==> config.mk <==
export PLATFORM = sky130hd
export DESIGN_NAME = approx_mul_pipe
export DESIGN_NICKNAME = d
export VERILOG_FILES = /design/src/rtl/approx_mul_pipe.sv
export SDC_FILE = /design/constraint.sdc
export NUM_CORES = 1
export LEC_CHECK = 0
export CORE_MARGIN = 2
export CORE_UTILIZATION = 66
export CTS_CLUSTER_SIZE = 20
export DETAILED_ROUTE_END_ITERATION = 8
export PLACE_DENSITY = 0.84
export SETUP_SLACK_MARGIN = 0.05
export SYNTH_ARGS = -nofsm -noshare
export SYNTH_HDL_FRONTEND = slang
export SYNTH_SLANG_ARGS = --single-unit
==> constraint.sdc <==
create_clock -name clk -period 8.14 [get_ports clk]
set_input_delay 0.814 -clock clk [delete_from_list [all_inputs] [get_ports clk]]
set_output_delay 0.814 -clock clk [all_outputs]
set_load 0.03 [all_outputs]
==> src/rtl/approx_mul_pipe.sv <==
// Three-stage pipelined unsigned multiplier. Each group of four partial-product
// rows can be compressed with an approximate 4:2 cell in the low product columns.
module approx_mul_pipe #(
   parameter int WIDTH       = 8,
   parameter int APPROX_COLS = 8
) (
   input  logic               clk,
   input  logic               rst,
   input  logic               in_valid,
   output logic               in_ready,
   input  logic [WIDTH-1:0]   a,
   input  logic [WIDTH-1:0]   b,
   input  logic               approx_en,
   output logic               out_valid,
   input  logic               out_ready,
   output logic [2*WIDTH-1:0] product,
   output logic               out_approx
);
   localparam int PW = 2 * WIDTH;
   localparam int NG = WIDTH / 4;

   function automatic logic [PW-1:0] approx_mask();
      logic [PW-1:0] m;
      m = '0;
      for (int c = 0; c < PW; c++) m[c] = (c < APPROX_COLS);
      return m;
   endfunction

   localparam logic [PW-1:0] AMASK = approx_mask();

   logic                        v1_q, v2_q, v3_q;
   logic                        apx1_q, apx2_q, apx3_q;
   logic [WIDTH-1:0][WIDTH-1:0] pp_q, pp_d;
   logic [NG-1:0][PW-1:0]       grp_q, grp_d;
   logic [PW-1:0]               sum_q, sum_d;
   logic                        adv1, adv2, adv3, fire_in;

   // A stage may load when it is empty or its contents move on this cycle.
   assign adv3     = ~v3_q | out_ready;
   assign adv2     = ~v2_q | adv3;
   assign adv1     = ~v1_q | adv2;
   assign in_ready = adv1 & ~rst;
   assign fire_in  = in_valid & in_ready;

   always_comb begin
      pp_d = '0;
      for (int i = 0; i < WIDTH; i++) pp_d[i] = a & {WIDTH{b[i]}};
   end

   for (genvar g = 0; g < NG; g++) begin : g_grp
      logic [3:0][PW-1:0] r;
      logic [PW-1:0]      s, cy, ex, ap;

      for (genvar m = 0; m < 4; m++) begin : g_row
         assign r[m] = {{(PW-WIDTH){1'b0}}, pp_q[4*g+m]} << (4*g+m);
      end

      assign s  = ((r[0] ^ r[1]) ^ (r[2] | r[3])) | (r[2] & r[3]);
      assign cy = ((r[0] ^ r[1]) & (r[2] | r[3])) | (r[0] & r[1]);
      assign ex = r[0] + r[1] + r[2] + r[3];
      // Columns outside the mask keep their four bits and are summed exactly.
      assign ap = (s & AMASK) + ((cy & AMASK) << 1)
                + (r[0] & ~AMASK) + (r[1] & ~AMASK)
                + (r[2] & ~AMASK) + (r[3] & ~AMASK);
      assign grp_d[g] = apx1_q ? ap : ex;
   end

   always_comb begin
      sum_d = '0;
      for (int g = 0; g < NG; g++) sum_d = sum_d + grp_q[g];
   end

   always_ff @(posedge clk or posedge rst) begin
      if (rst) begin
         v1_q   <= 1'b0;
         v2_q   <= 1'b0;
         v3_q   <= 1'b0;
         apx1_q <= 1'b0;
         apx2_q <= 1'b0;
         apx3_q <= 1'b0;
         pp_q   <= '0;
         grp_q  <= '0;
         sum_q  <= '0;
      end else begin
         if (adv1) begin
            v1_q <= fire_in;
            if (fire_in) begin
               pp_q   <= pp_d;
               apx1_q <= approx_en;
            end
         end
         if (adv2) begin
            v2_q <= v1_q;
            if (v1_q) begin
               grp_q  <= grp_d;
               apx2_q <= apx1_q;
            end
         end
         if (adv3) begin
            v3_q <= v2_q;
            if (v2_q) begin
               sum_q  <= sum_d;
               apx3_q <= apx2_q;
            end
         end
      end
   end

   assign out_valid  = v3_q;
   assign product    = sum_q;
   assign out_approx = apx3_q;

endmodule

==> After elaboration in Yosys (flattened, before gate mapping) <==
Cells that the tools add are included.
{ "word_totals": {"out_inout_bits": 19, "reg_bits": 118, "inputBits": 21, "n_memories": 0, "romBits": 0, "latchBits": 0, "ramBits": 0} }
{ "classes": {"eq_ne": 0, "magnitude_cmp": 0, "n_reduce_logical": 3, "div": 0, "n_mul": 0, "addsub": 16, "bitwise_logic": 33, "n_shift": 0, "n_mux": 2} }
{ "op_table": {"columns": ["op", "n"], "rows": [
  ["8-bit AND", 14],
  ["8-bit OR", 6],
  ["15-bit by 15-bit adder with 16-bit output", 2],
  ["8-bit XOR", 4],
  ["14-bit by 14-bit adder with 15-bit output", 2],
  ["8-bit by 9-bit adder with 10-bit output", 3],
  ["16-bit adder", 1],
  ["16-bit 2-to-1 mux", 1],
  ["12-bit by 13-bit adder with 14-bit output", 1],
  ["13-bit by 13-bit adder with 14-bit output", 1],
  ["10-bit by 12-bit adder with 13-bit output", 1],
  ["12-bit by 11-bit adder with 13-bit output", 1],
  ["13-bit 2-to-1 mux", 1],
  ["11-bit by 10-bit adder with 12-bit output", 1],
  ["11-bit by 11-bit adder with 12-bit output", 1],
  ["10-bit by 10-bit adder with 11-bit output", 1],
  ["10-bit by 9-bit adder with 11-bit output", 1],
  ["2-bit AND reduction", 3],
  ["1-bit NOT", 4],
  ["1-bit OR", 3],
  ["1-bit AND", 2]
]} }

==> Logic depth before layout (Yosys ltp) <==
{ "depth": {"depth_word": 9, "mapped_depth": 16, "ltp_nobuf": 16} }

==> Least setup slack after synthesis <==
No wires, ideal clock.
{ "synth_path": {"path_type": "register -> register", "start": "register pp_q (netlist bit g_grp[1].r[55])", "end": "register grp_q[31] (netlist name)", "stages_incl_launch_ff": 17, "setup_slack_ns": 4.345, "path_buffers": 0, "t_arrival_ns": 3.691, "setup_time_ns": 0.104, "cell_sequence": "dfrtp_1 -> or2_2 -> fa_1 -> a21o_1 -> ha_1 -> inv_1 -> fa_1 -> inv_1 -> fa_1 -> ha_1 -> fa_1 -> nor2b_1 -> o221ai_1 -> a21oi_1 -> xor2_1 -> nor2_1 -> a221oi_1"} }
{ "synth_between": {"elab_chain_cells": 9, "elab_cells_between_ends": 13, "classes_between": "add/sub: 6; mux: 1; bitwise: 6"} }
{ "synth_rtl": {"columns": ["item", "line_no", "text"], "rows": [
  ["start, declared", "33", "logic [WIDTH-1:0][WIDTH-1:0] pp_q, pp_d;"],
  ["start signal, assigned", "88", "pp_q <= pp_d;"],
  ["8-bit OR", "58, 59", null],
  ["8-bit XOR / 8-bit AND (equally long branches)", "58, 59", null],
  ["8-bit OR (on tied branches)", "58, 59", null],
  ["8-bit by 9-bit adder with 10-bit output", "62", "assign ap = (s & AMASK) + ((cy & AMASK) << 1)"],
  ["10-bit by 12-bit adder with 13-bit output", "63", "+ (r[0] & ~AMASK) + (r[1] & ~AMASK)"],
  ["13-bit by 13-bit adder with 14-bit output", "63", null],
  ["14-bit by 14-bit adder with 15-bit output", "64", "+ (r[2] & ~AMASK) + (r[3] & ~AMASK);"],
  ["15-bit by 15-bit adder with 16-bit output", "64", null],
  ["16-bit 2-to-1 mux *", "65", "assign grp_d[g] = apx1_q ? ap : ex;"],
  ["end signal, assigned", "95", "grp_q <= grp_d;"],
  ["end, declared", "34", "logic [NG-1:0][PW-1:0] grp_q, grp_d;"]
]} }
Every way passes the cells marked *; elsewhere a longest branch is shown, timed or not.
A chain may end at the register's enable or synchronous reset.

==> Final worst setup path <==
Ends and elaborated chain as after synthesis.

==> run summary <==
The first-iteration detailed-routing DRC count came out at 325. The routability congestion estimate from global placement is 0.878. The power density over cell area came out at 280 nW/um^2. Among all flip-flop cells after synthesis, the most frequent one is dfrtp_1. The placed instance area is 7660 um^2. The critical path is of the register to register type. The worst hold path class is register to register. The count of input and output buffers is 39. The largest individual stage delay along the critical path comes from the cell fa_1. Timing analysis after detailed placement gives a worst setup slack of 4.01 ns. The mean instance size in the synthesized netlist is 9.12 um^2. On the final layout, the worst clock skew is 0.0122 ns. Measured against its own limit, the worst slew margin works out to 27.8%. The worst endpoint required time is 8.40 ns.

The number of antenna-violating nets in the routed design came out at 0. The maximum clock frequency came out at 0.241 GHz. By area the synthesized netlist is led by dfrtp_1 (38%), fa_1 (12%), ha_1 (11%), nand2_1 (10%), o21ai_0 (7.1%). The cell area after synthesis is 7230 um^2. The count of different cell masters after synthesis is 48. The post-synthesis sequential area ratio is 38.4%. The tree is rooted in a clkbuf_8. The wire length of the first global-routing pass is 24500 um. The via count of the first global-routing pass is 5227. After detailed routing, the number of remaining DRC violations is 0. The number of nets produced by synthesis is 918. The most numerous cell type found on the critical path is fa_1. STA classifies the critical path startpoint as a register. The number of antenna violations at the first check in global routing came out at 0. The number of clock sinks seen by CTS came out at 111. The arithmetic-cell share of the synthesized area counting full adders, half adders and majority gates came out at 22.5%.

The worst vdd rail ir drop is 0.000162 V. nand2_1 is the most common cell in the netlist. The total clock buffers created by CTS is 9. After detailed routing, the average wire length per cell comes to 15.4 um. The vertical die dimension is 109 um. The area of the die came out at 11800 um^2.

The filler-free cell count of the finished design is 951. The number of placement rows came out at 38. The detailed router placed 5326 vias in this run. The hold buffer count at CTS is 0. The largest stage delay on the critical path came out at 0.51 ns. The flow ran to the end, and the final reports show no timing, DRC or antenna violations. The final worst setup slack came out at 4.00 ns.

At the worst endpoint, the arrival time is 4.40 ns. After Yosys synthesis, and, or, nand and nor cells account for 13.1% of the synthesized area. The number of failing hold endpoints at the final stage came out at 0. The layout-stage area growth over the synthesis result came out at 8.71%. The post-CTS resize count is 0. In this run the deepest clock path goes through 2 buffers. The worst setup path is captured at a register. The number of placed instances, taps included is 935. The synthesized design spends more area on one cell type than any other, namely dfrtp_1. For this run, the total global-route usage over all layers was measured as 26.6%.

The static leakage came out at 3.90 nW. Once layout is done, the placed cells without fillers occupy 7860 um^2. The total overflow left after global routing is 0. The fraction of the cycle the final worst path needs is 50.9%.

The initial standard-cell utilization of the core is 67.3%. The maximum fanout along the worst path came out at 4. The critical path's top delay family is adder cells. 40 I/O pins were placed. The post-synthesis share of cell area spent on xor and xnor gates is 3.03%.

For the worst-skew pair, the clock arrives at the later sink with an insertion delay of 0.37 ns. The first-pass detailed-route iteration total came out at 7. The core utilization of the finished layout is 73.1%. The post-synthesis async set-or-reset flop share came out at 100%. The number of instances in the synthesized netlist came out at 793. TritonCTS built the clock tree. After the last flow step, the layout net total stands at 931. The post-DP HPWL is 11000 um. Post-CTS timing repair inserted 0 buffers for setup. The final count of pins violating max slew came to 0. The total core area is 10700 um^2. For the pin with the worst max-slew slack, the measured transition is 1.08 ns.

The worst path in the final design needs a cycle of 4.14 ns, including I/O delays and setup. The horizontal die dimension came out at 109 um. Setup violations remaining at the end of the flow were counted as 0. The maximum level of the CTS H-tree is 3. The critical path goes through or2_2 > fa_1 > a21o_1 > ha_1 > inv_1 > fa_1 > inv_1 > fa_1 > ha_1 > fa_1 > nor2b_1 > o221ai_1 > a21oi_1 > xor2_1 > nor2_1 > a221oi_1. Entering global routing, the biggest net connects 131 pins. The wire length after detailed routing came out at 14600 um. In the routed layout, each cell is associated on average with a via count of 5.60. The number of diodes came out at 0. By count the netlist is led by nand2_1 (192), dfrtp_1 (111), o21ai_0 (103). The synthesized design contains 111 register bits. The count of buffering cells on the critical path with inverters included is 2. The share of cell area taken by muxes after synthesis is 1.64%. The total negative slack is 0 ns. Summing the areas of all compound-gate instances in the mapped netlist gives 14.7% of the synthesized area. After synthesis, the largest family of logic cells by area is adder cells.

Setup repair after global routing left no endpoint under its margin. The Yosys warning count came out at 0. The fraction of final layout cells with drive strength greater than 1 is 4.56%. The max capacitance violation total is 0. The clock transition time at the flip-flop clock pins of the worst setup and hold paths came out at 0.10 ns. The synthesized design contains 0 enable-type register cells. The area share of the largest cell type after synthesis came out at 38.4%.
layout by cell type, fill, tap and decap left out, drive strengths merged, types with 2 or more instances in the layout:
cell | netlist | layout
o21ai | 104 | 104
mux2i | 4 | 4
a31oi | 5 | 5
a21o | 15 | 15
nor2b | 4 | 4
buf | 23 | 2
inv | 86 | 86
o21bai | 3 | 3
o21a | 7 | 7
a21oi | 17 | 17
nand4 | 2 | 2
o211ai | 2 | 2
xor2 | 12 | 12
o22ai | 2 | 2
dfrtp | 111 | 111
a211o | 2 | 2
a211oi | 10 | 10
nand2 | 192 | 192
clkbuf | 16 | 14
nand3 | 4 | 4
xnor2 | 13 | 13
ha | 61 | 61
clkdlybuf4s50 | 0 | 39
o41ai | 2 | 2
nor2 | 28 | 28
mux2 | 7 | 7
fa | 43 | 43
or2 | 3 | 3
a221oi | 2 | 2
metal layers:
metal / GRT usage, % / share of wire (%) / vias up / wire length (um)
met4: 8.24 / 2.0 / 0 / 296
met5: 0 / 0 / - / 0
li1: - / - / 2607 / -
met1: 36.7 / 45 / 2563 / 6520
met3: 3.29 / 4.8 / 23 / 701
met2: 44.4 / 49 / 133 / 7090
kinds of logic (layout without fill, tap and decap cells):
logic type      Yosys count  after routing
xor+xnor                 25             25
mux                      11             11
fa+ha+maj               104            104
compound gates          178            178
simple gates            239            239
buf+inv                 125            143
flops                   111            111
final timing paths:
path / startpoint / endpoint / slack, ns / cells after the start
hold reg to reg: grp_q[0] / grp_q[0] / 0.48 / 2
setup / recovery: g_grp[1].r[55] / grp_q[31] / 4.00 / 16
max in group asynchronous: rst / g_grp[0].r[36] / 6.08 / 3
min in group asynchronous: rst / grp_q[29] / 0.92 / 2
hold / removal: grp_q[0] / grp_q[0] / 0.48 / 2
setup reg to reg: g_grp[1].r[55] / grp_q[31] / 4.00 / 16
report_power, final:
part | total, mW | internal [mW] | switching [mW]
sequential | 0.765 | 0.679 | 0.0858
combinational | 1.10 | 0.473 | 0.631
clock | 0.328 | 0.145 | 0.183
through the flow:
step | hold WS, ns | total power [mW]
6_report | 0.482 | 2.20
5_1_grt | 0.510 | 2.38
4_1_cts | 0.485 | 2.20
3_5_place_dp | 0.462 | 1.87
3_3_place_gp | 0.452 | 1.81
2_1_floorplan | 0.439 | 1.58
state kept, by name, summed over array words and instances, names as in the netlist:
register,flops
apx1_q,1
apx2_q,1
g_grp.r,64
grp_q,25
out_approx,1
out_valid,1
product,16
v1_q,1
v2_q,1
final cells by class:
cell class	count	area, um^2
Tap cell	140	175
Timing Repair Buffer	41	405
Multi-Input combinational cell	557	3980
Fill cell	807	2890
Clock buffer	14	183
Inverter	86	325
Clock inverter	2	12.5
Sequential cell	111	2780
worst register-to-register path, stage by stage, from the launching register on:
cell	delay [ns]
dfrtp_1	0.44
or2_2	0.30
fa_1	0.51
a21o_1	0.10
ha_1	0.13
inv_1	0.04
fa_1	0.49
inv_1	0.07
fa_1	0.42
ha_1	0.22
fa_1	0.38
nor2b_1	0.16
o221ai_1	0.24
a21oi_1	0.12
xor2_1	0.15
nor2_1	0.05
a221oi_1	0.21
No activity file was read; power rests on OpenSTA's default activity.
